<file path="src/rtl/keypad_encoder.sv">
`timescale 1ns/1ps
// keypad_encoder
//   Scans a 4x4 calculator keypad, synchronizes and debounces the columns and
//   turns each press into one gencon event (digit strobe, operator code or
//   equal strobe), held back until gencon reports key_ready.
//
// Ports
//   clk            in   system clock
//   nRST           in   asynchronous active-low reset
//   col_n[3:0]     in   matrix columns, active-low, asynchronous to clk
//   row_n[3:0]     out  one-hot active-low row drive
//   key_ready      in   gencon can accept an event
//   keypad_input   out  last emitted digit 0-9
//   read_input     out  one-cycle digit strobe
//   operator_input out  one-cycle code: 001 neg, 010 add, 011 sub, 100 mul
//   equal_input    out  one-cycle equal strobe
//
// Build option
//   KEYPAD_AUTOREPEAT_EN : held digit keys re-emit every REPEAT_DLY cycles.
//
// state          | meaning
// S_SCAN         | rows cycle every SCAN_DIV cycles, look for exactly one low column
// S_DEBOUNCE     | row frozen, count cycles the latched column pattern stays put
// S_EMIT         | debounced key pending, waiting for key_ready
// S_WAIT_RELEASE | row frozen, count consecutive all-released cycles
module keypad_encoder #(
  parameter int unsigned SCAN_DIV     = 5000,
  parameter int unsigned DEBOUNCE_CNT = 250000,
  parameter int unsigned REPEAT_DLY   = 25000000
) (
  input  logic       clk,
  input  logic       nRST,
  input  logic [3:0] col_n,
  output logic [3:0] row_n,
  input  logic       key_ready,
  output logic [3:0] keypad_input,
  output logic       read_input,
  output logic [2:0] operator_input,
  output logic       equal_input
);

  localparam int SCAN_W = $clog2(SCAN_DIV);
  localparam int DEB_W  = $clog2(DEBOUNCE_CNT + 1);

  if (!(SCAN_DIV >= 4 && DEBOUNCE_CNT >= 1 && REPEAT_DLY >= 1)) begin : g_bad_cfg
    $error("keypad_encoder: illegal parameter set");
  end

  typedef enum logic [1:0] {S_SCAN, S_DEBOUNCE, S_EMIT, S_WAIT_RELEASE} state_t;

  state_t              state, state_nxt;
  logic [3:0]          col_meta, col_s;
  logic [1:0]          row_idx;
  logic [SCAN_W-1:0]   scan_cnt;
  logic [DEB_W-1:0]    deb_cnt;
  logic [3:0]          key_pat;
  logic [1:0]          key_row, key_col;

  logic                one_low;
  logic [1:0]          low_col;
  logic                scan_last, deb_hit, key_match, all_up, cnt_cond;
  logic                latch, row_adv, emit_fire;
  logic [3:0]          dec_digit;
  logic                dec_is_digit, dec_eq;
  logic [2:0]          dec_op;

  assign row_n     = ~(4'b0001 << row_idx);
  assign scan_last = (scan_cnt == SCAN_W'(SCAN_DIV - 1));
  assign deb_hit   = (deb_cnt == DEB_W'(DEBOUNCE_CNT - 1));
  assign key_match = (col_s == key_pat);
  assign all_up    = (col_s == 4'hF);

  always_comb begin
    one_low = 1'b0;
    low_col = 2'd0;
    case (col_s)
      4'b1110: begin one_low = 1'b1; low_col = 2'd0; end
      4'b1101: begin one_low = 1'b1; low_col = 2'd1; end
      4'b1011: begin one_low = 1'b1; low_col = 2'd2; end
      4'b0111: begin one_low = 1'b1; low_col = 2'd3; end
      default: ;
    endcase
  end

  // Row 3 is special (negate, 0, unused, equal); column 3 carries the
  // operators add/sub/mul whose codes are row+2.
  always_comb begin
    dec_digit    = 4'd0;
    dec_is_digit = 1'b0;
    dec_op       = 3'd0;
    dec_eq       = 1'b0;
    if (key_row == 2'd3) begin
      case (key_col)
        2'd0:    dec_op = 3'b001;
        2'd1:    dec_is_digit = 1'b1;
        2'd3:    dec_eq = 1'b1;
        default: ;
      endcase
    end else if (key_col == 2'd3) begin
      dec_op = {1'b0, key_row} + 3'd2;
    end else begin
      dec_is_digit = 1'b1;
      dec_digit    = ({2'b00, key_row} * 4'd3) + {2'b00, key_col} + 4'd1;
    end
  end

`ifdef KEYPAD_AUTOREPEAT_EN
  localparam int RPT_W = $clog2(REPEAT_DLY + 1);
  logic [RPT_W-1:0] rpt_cnt;
  logic             rpt_hit;
  assign rpt_hit = (rpt_cnt == RPT_W'(REPEAT_DLY - 1));

  // Hold time only accumulates while the same key stays down in WAIT_RELEASE.
  always_ff @(posedge clk or negedge nRST) begin
    if (!nRST)
      rpt_cnt <= '0;
    else if (state == S_WAIT_RELEASE && key_match && !rpt_hit)
      rpt_cnt <= rpt_cnt + 1'b1;
    else
      rpt_cnt <= '0;
  end
`endif

  always_ff @(posedge clk or negedge nRST) begin
    if (!nRST) state <= S_SCAN;
    else       state <= state_nxt;
  end

  always_comb begin
    state_nxt = state;
    latch     = 1'b0;
    row_adv   = 1'b0;
    emit_fire = 1'b0;
    case (state)
      S_SCAN: begin
        if (scan_last) begin
          if (one_low) begin
            latch     = 1'b1;
            state_nxt = S_DEBOUNCE;
          end else begin
            row_adv = 1'b1;
          end
        end
      end
      S_DEBOUNCE: begin
        if (!key_match) begin
          row_adv   = 1'b1;
          state_nxt = S_SCAN;
        end else if (deb_hit) begin
          state_nxt = S_EMIT;
        end
      end
      S_EMIT: begin
        if (key_ready) begin
          emit_fire = 1'b1;
          state_nxt = S_WAIT_RELEASE;
        end
      end
      S_WAIT_RELEASE: begin
        if (all_up && deb_hit) begin
          row_adv   = 1'b1;
          state_nxt = S_SCAN;
        end
`ifdef KEYPAD_AUTOREPEAT_EN
        else if (rpt_hit && dec_is_digit) begin
          state_nxt = S_EMIT;
        end
`endif
      end
      default: state_nxt = S_SCAN;
    endcase
  end

  always_comb begin
    case (state)
      S_DEBOUNCE:     cnt_cond = key_match;
      S_WAIT_RELEASE: cnt_cond = all_up;
      default:        cnt_cond = 1'b0;
    endcase
  end

  // scan_cnt sits at 0 outside SCAN so every return to SCAN starts a full row period.
  always_ff @(posedge clk or negedge nRST) begin
    if (!nRST) begin
      col_meta <= 4'hF;
      col_s    <= 4'hF;
      row_idx  <= 2'd0;
      scan_cnt <= '0;
      deb_cnt  <= '0;
      key_pat  <= 4'hF;
      key_row  <= 2'd0;
      key_col  <= 2'd0;
    end else begin
      col_meta <= col_n;
      col_s    <= col_meta;
      if (row_adv)
        row_idx <= row_idx + 2'd1;
      scan_cnt <= (state == S_SCAN && !scan_last) ? scan_cnt + 1'b1 : '0;
      if (!cnt_cond)
        deb_cnt <= '0;
      else if (deb_cnt != DEB_W'(DEBOUNCE_CNT))
        deb_cnt <= deb_cnt + 1'b1;
      if (latch) begin
        key_pat <= col_s;
        key_row <= row_idx;
        key_col <= low_col;
      end
    end
  end

  always_ff @(posedge clk or negedge nRST) begin
    if (!nRST) begin
      keypad_input   <= 4'd0;
      read_input     <= 1'b0;
      operator_input <= 3'd0;
      equal_input    <= 1'b0;
    end else begin
      read_input     <= 1'b0;
      operator_input <= 3'd0;
      equal_input    <= 1'b0;
      if (emit_fire) begin
        if (dec_is_digit) begin
          keypad_input <= dec_digit;
          read_input   <= 1'b1;
        end
        operator_input <= dec_op;
        equal_input    <= dec_eq;
      end
    end
  end

endmodule

</file>
<file path="config.mk">
export PLATFORM = sky130hd
export DESIGN_NAME = keypad_encoder
export DESIGN_NICKNAME = d
export VERILOG_FILES = /design/src/rtl/keypad_encoder.sv
export SDC_FILE = /design/constraint.sdc
export NUM_CORES = 1
export LEC_CHECK = 0
export ABC_AREA = 1
export ABC_CLOCK_PERIOD_IN_PS = 2300
export CORE_ASPECT_RATIO = 0.8
export CORE_MARGIN = 2
export CORE_UTILIZATION = 54
export CTS_CLUSTER_DIAMETER = 60
export DETAILED_ROUTE_END_ITERATION = 10
export GPL_TIMING_DRIVEN = 0
export PLACE_DENSITY = 0.74
export RECOVER_POWER = 100
export SETUP_SLACK_MARGIN = 0.1
export SYNTH_ARGS = -nofsm -noshare
export SYNTH_HDL_FRONTEND = slang
export SYNTH_SLANG_ARGS = --single-unit
</file>
<file path="constraint.sdc">
create_clock -name clk -period 2.3 [get_ports clk]
set_clock_uncertainty 0.1 [all_clocks]
set_input_delay 0.46 -clock clk [delete_from_list [all_inputs] [get_ports clk]]
set_output_delay 0.46 -clock clk [all_outputs]
set_load 0.005 [all_outputs]
</file>
==> results.sh <==
export IMPL_status="finished, violations left"
export IMPL_violations="max-capacitance violations, max-slew violations"
export IMPL_yosysWarnings=0
export IMPL_rows=24
export IMPL_htreeDepth=3
export IMPL_first_global_vias=2359
export IMPL_synth_cells=368
export IMPL_clock_sinks=60
export IMPL_p_int_mw=2.01
export IMPL_overflow=0
export IMPL_finalSetupViolations=0
export IMPL_portBuffers=19
export IMPL_cts_buffers=9
export IMPL_grt_pass1_wl_mm=10.5
export IMPL_relSlewSlack_pct=-2.73
export IMPL_grt_max_degree=33
export IMPL_wl_per_cell_um=11.8
export IMPL_grt_total_usage_pct=21.4
export IMPL_synthArstFlopShare_pct=100
export IMPL_min_delay_path_class="reg -> reg"
export IMPL_crit_type="reg -> out"
export IMPL_cts_root_buffer="clkbuf_8"
export IMPL_setup_slack_ns=0.131
export IMPL_cts_hold_buffers=0
export IMPL_clkPwrFrac_pct=38.1
export IMPL_dieArea_mm2=0.00641
export IMPL_synth_edff_count=0
export IMPL_drive_gt1_share_pct=13.0
export IMPL_synth_top_flop_cell="dfrtp_1"
export IMPL_cap_violations=1
export IMPL_n_antenna_cell=0
export IMPL_whs_path_depth=0
export IMPL_initial_utilization_pct=56.5
export IMPL_avgSynthCellArea_um2=8.49
export IMPL_max_clock_path_buffers=2
export IMPL_fmax_ghz=0.461
export IMPL_leakagePower_nw=1.71
export IMPL_clock_latency_ns=0.34
export IMPL_drc=0
export IMPL_synth_area_leaders="dfrtp_1 38%, dfstp_2 10%, nand2_1 8.9%, inv_1 6.3%, nor2_1 4.9%"
export IMPL_slew_violations=29
export IMPL_synth_top_area_share_pct=38.5
export IMPL_seq_power_share_pct=44.9
export IMPL_timing_final_crit_share_pct=94.3
export IMPL_pwr_share_comb_pct=17.0
export IMPL_r2r_setup_slack_ns=0.33
export IMPL_rsz0062_at_grt="no"
export IMPL_place_inst=466
export IMPL_die_width_um=89.0
export IMPL_ioPinCount=20
export IMPL_p_sw_uw=712
export IMPL_vdd_drop_max_v=0.000459
export IMPL_synthDistinctLibCells=37
export IMPL_hold_viol=0
export IMPL_cp_cell_sequence="inv_2 -> ha_1 -> inv_1 -> dlygate4sd3_1"
export IMPL_via_per_inst=4.95
export IMPL_switching_share_pct=26.2
export IMPL_cpMaxStageDelayCell="dlygate4sd3_1"
export IMPL_synth_largest_area_cell="dfrtp_1"
export IMPL_slowest_delay_ns=0.55
export IMPL_r2r_end="key_row[0]$_DFFE_PN0P_"
export IMPL_synth_ff_latch_count=60
export IMPL_core_mm2=0.00553
export IMPL_syn2layout_area_growth_pct=15.2
export IMPL_drtPass1Iterations=4
export IMPL_cp_end_kind="primary output"
export IMPL_p_per_area_mw_per_mm2=755
export IMPL_r2r_start="scan_cnt[0]$_DFF_PN0_"
export IMPL_cp_required_ns=1.74
export IMPL_fin_crit_ns=2.17
export IMPL_critPathLaunchType="flip-flop"
export IMPL_ant_nets=0
export IMPL_dp_hpwl_mm=4.28
export IMPL_num_vias=2400
export IMPL_cts_tree="yes"
export IMPL_die_h_um=72.0
export IMPL_drtIter0Drc=140
export IMPL_ff2ff_path_depth=8
export IMPL_worst_slew_pin_slew_ns=1.54
export IMPL_synth_fp_nets=388
export IMPL_antenna_found_initial=0
export IMPL_globalplace_congestion=0.827
export IMPL_critPathMaxFanout=4
export IMPL_nFillCells=485
export IMPL_min_to="col_s[3]$_DFF_PN1_"
export IMPL_nets=422
export IMPL_netlist_area_mm2=0.00312
export IMPL_min_from="col_meta[3]$_DFF_PN1_"
export IMPL_stdcell_count=485
export IMPL_routed_wl_mm=5.74
export IMPL_seq_area_frac_synth_pct=48.6
export IMPL_worstPathArrival_ns=1.61
export IMPL_place_ws_ns=0.395
export IMPL_clk_pin_slew_ns=0.07
==> power groups by stage <==
stage | Sequential [mW] | Clock, mW | Combinational (mW)
2_1_floorplan | 1.23 | 0 | 0.262
3_3_place_gp | 1.24 | 0 | 0.419
6_report | 1.22 | 1.04 | 0.462
4_1_cts | 1.22 | 1.06 | 0.445
5_1_grt | 1.23 | 1.11 | 0.536
3_5_place_dp | 1.24 | 0 | 0.445
==> worst max path at each step <==
stage / startpoint / end / slack [ns] / cells past startpoint
global route: row_idx[0]$_DFFE_PN0P_ / row_n[2] / 0.05 / 4
global placement: nRST / deb_cnt[12]$_DFFE_PN0P_ / -1.24 / 1
floorplan: key_row[0]$_DFFE_PN0P_ / keypad_input[2]$_DFFE_PN0P_ / 0.52 / 4
finish: row_idx[0]$_DFFE_PN0P_ / row_n[2] / 0.13 / 4
CTS: row_idx[0]$_DFFE_PN0P_ / row_n[0] / 0.11 / 4
detailed placement: key_row[0]$_DFFE_PN0P_ / keypad_input[3]$_DFFE_PN0P_ / 0.40 / 5
==> cell usage after synthesis (all sizes together), types with 3 or more instances <==
cell     n
nand2   81
inv     58
nor2    51
dfrtp   48
o21ai   25
a21oi   19
nand3   19
nor3    14
dfstp   12
ha      11
xor2     5
nand4    4
nand3b   3
nor4     3
==> flip-flops by register name, summed over array words and instances (netlist names), named ones only <==
register,count
col_meta,4
col_s,4
deb_cnt,18
equal_input,1
key_col,2
key_pat,4
key_row,2
keypad_input,4
operator_input,3
read_input,1
row_idx,2
scan_cnt,13
state,1
==> cell usage in the layout (no fill, tap or decap), drive strengths merged, types with 3 or more instances in the layout <==
cell,n
a21oi,19
clkbuf,15
dfrtp,48
xor2,5
nand3b,3
dlygate4sd3,15
nand2,81
nor4,3
nand3,19
nor3,14
inv,58
o21ai,25
buf,4
dfstp,12
nand4,4
nor2,51
ha,11
==> metal layers <==
layer / part of all wire [%] / global-route usage [%] / vias to the layer above / routed length [um]
li1: - / - / 1250 / -
met1: 52 / 30.4 / 1106 / 2980
met2: 43 / 31.3 / 40 / 2450
met3: 4.1 / 6.94 / 4 / 233
met4: 1.3 / 7.30 / 0 / 74
met5: 0 / 0 / - / 0
==> metrics by stage <==
step / cell area, um^2 / hold WS, ns / setup TNS [ns] / total power, mW / util, %
after floorplan: 3120 / 0.0644 / 0 / 1.49 / -
after global placement: 3410 / 0.246 / -66.24 / 1.66 / 61.7
after detailed placement: 3430 / 0.247 / 0 / 1.69 / 62.0
after CTS: 3640 / 0.0654 / 0 / 2.73 / 65.9
after global routing: 3600 / 0.260 / 0 / 2.88 / 65.1
final: 3600 / 0.257 / 0 / 2.72 / 65.1
==> timing repair <==
action / in CTS / in global routing
resized for setup: 0 / 2
setup endpoints to repair: 0 / 3
setup buffers: 0 / 3
==> worst max-delay path: cells and delay by family (launching register included) <==
family,cells,cell delay (ns)
adder cells (fa/ha/maj),1,0.19
flip-flops,1,0.41
buffers and inverters,3,0.67
==> logic make-up after synthesis <==
logic type / count (synthesis) / synth area share [%]
buffers and inverters: 60 / 7.57
AO/OA/AOI/OAI: 52 / 9.90
flip-flops: 60 / 48.6
adder cells (fa/ha/maj): 13 / 5.69
XOR/XNOR: 7 / 1.96
AND/OR/NAND/NOR: 176 / 26.3
==> layout make-up <==
cell class	instances	area (um^2)	share of cell area (%)
Sequential cell	60	1520	42.1
Multi-Input combinational cell	248	1310	36.5
Timing Repair Buffer	23	226	6.29
Inverter	58	220	6.12
Clock buffer	12	145	4.03
Tap cell	78	97.6	2.71
Clock inverter	4	72.6	2.02
Buffer	2	7.51	0.209
(Power assumes the default switching activity.)
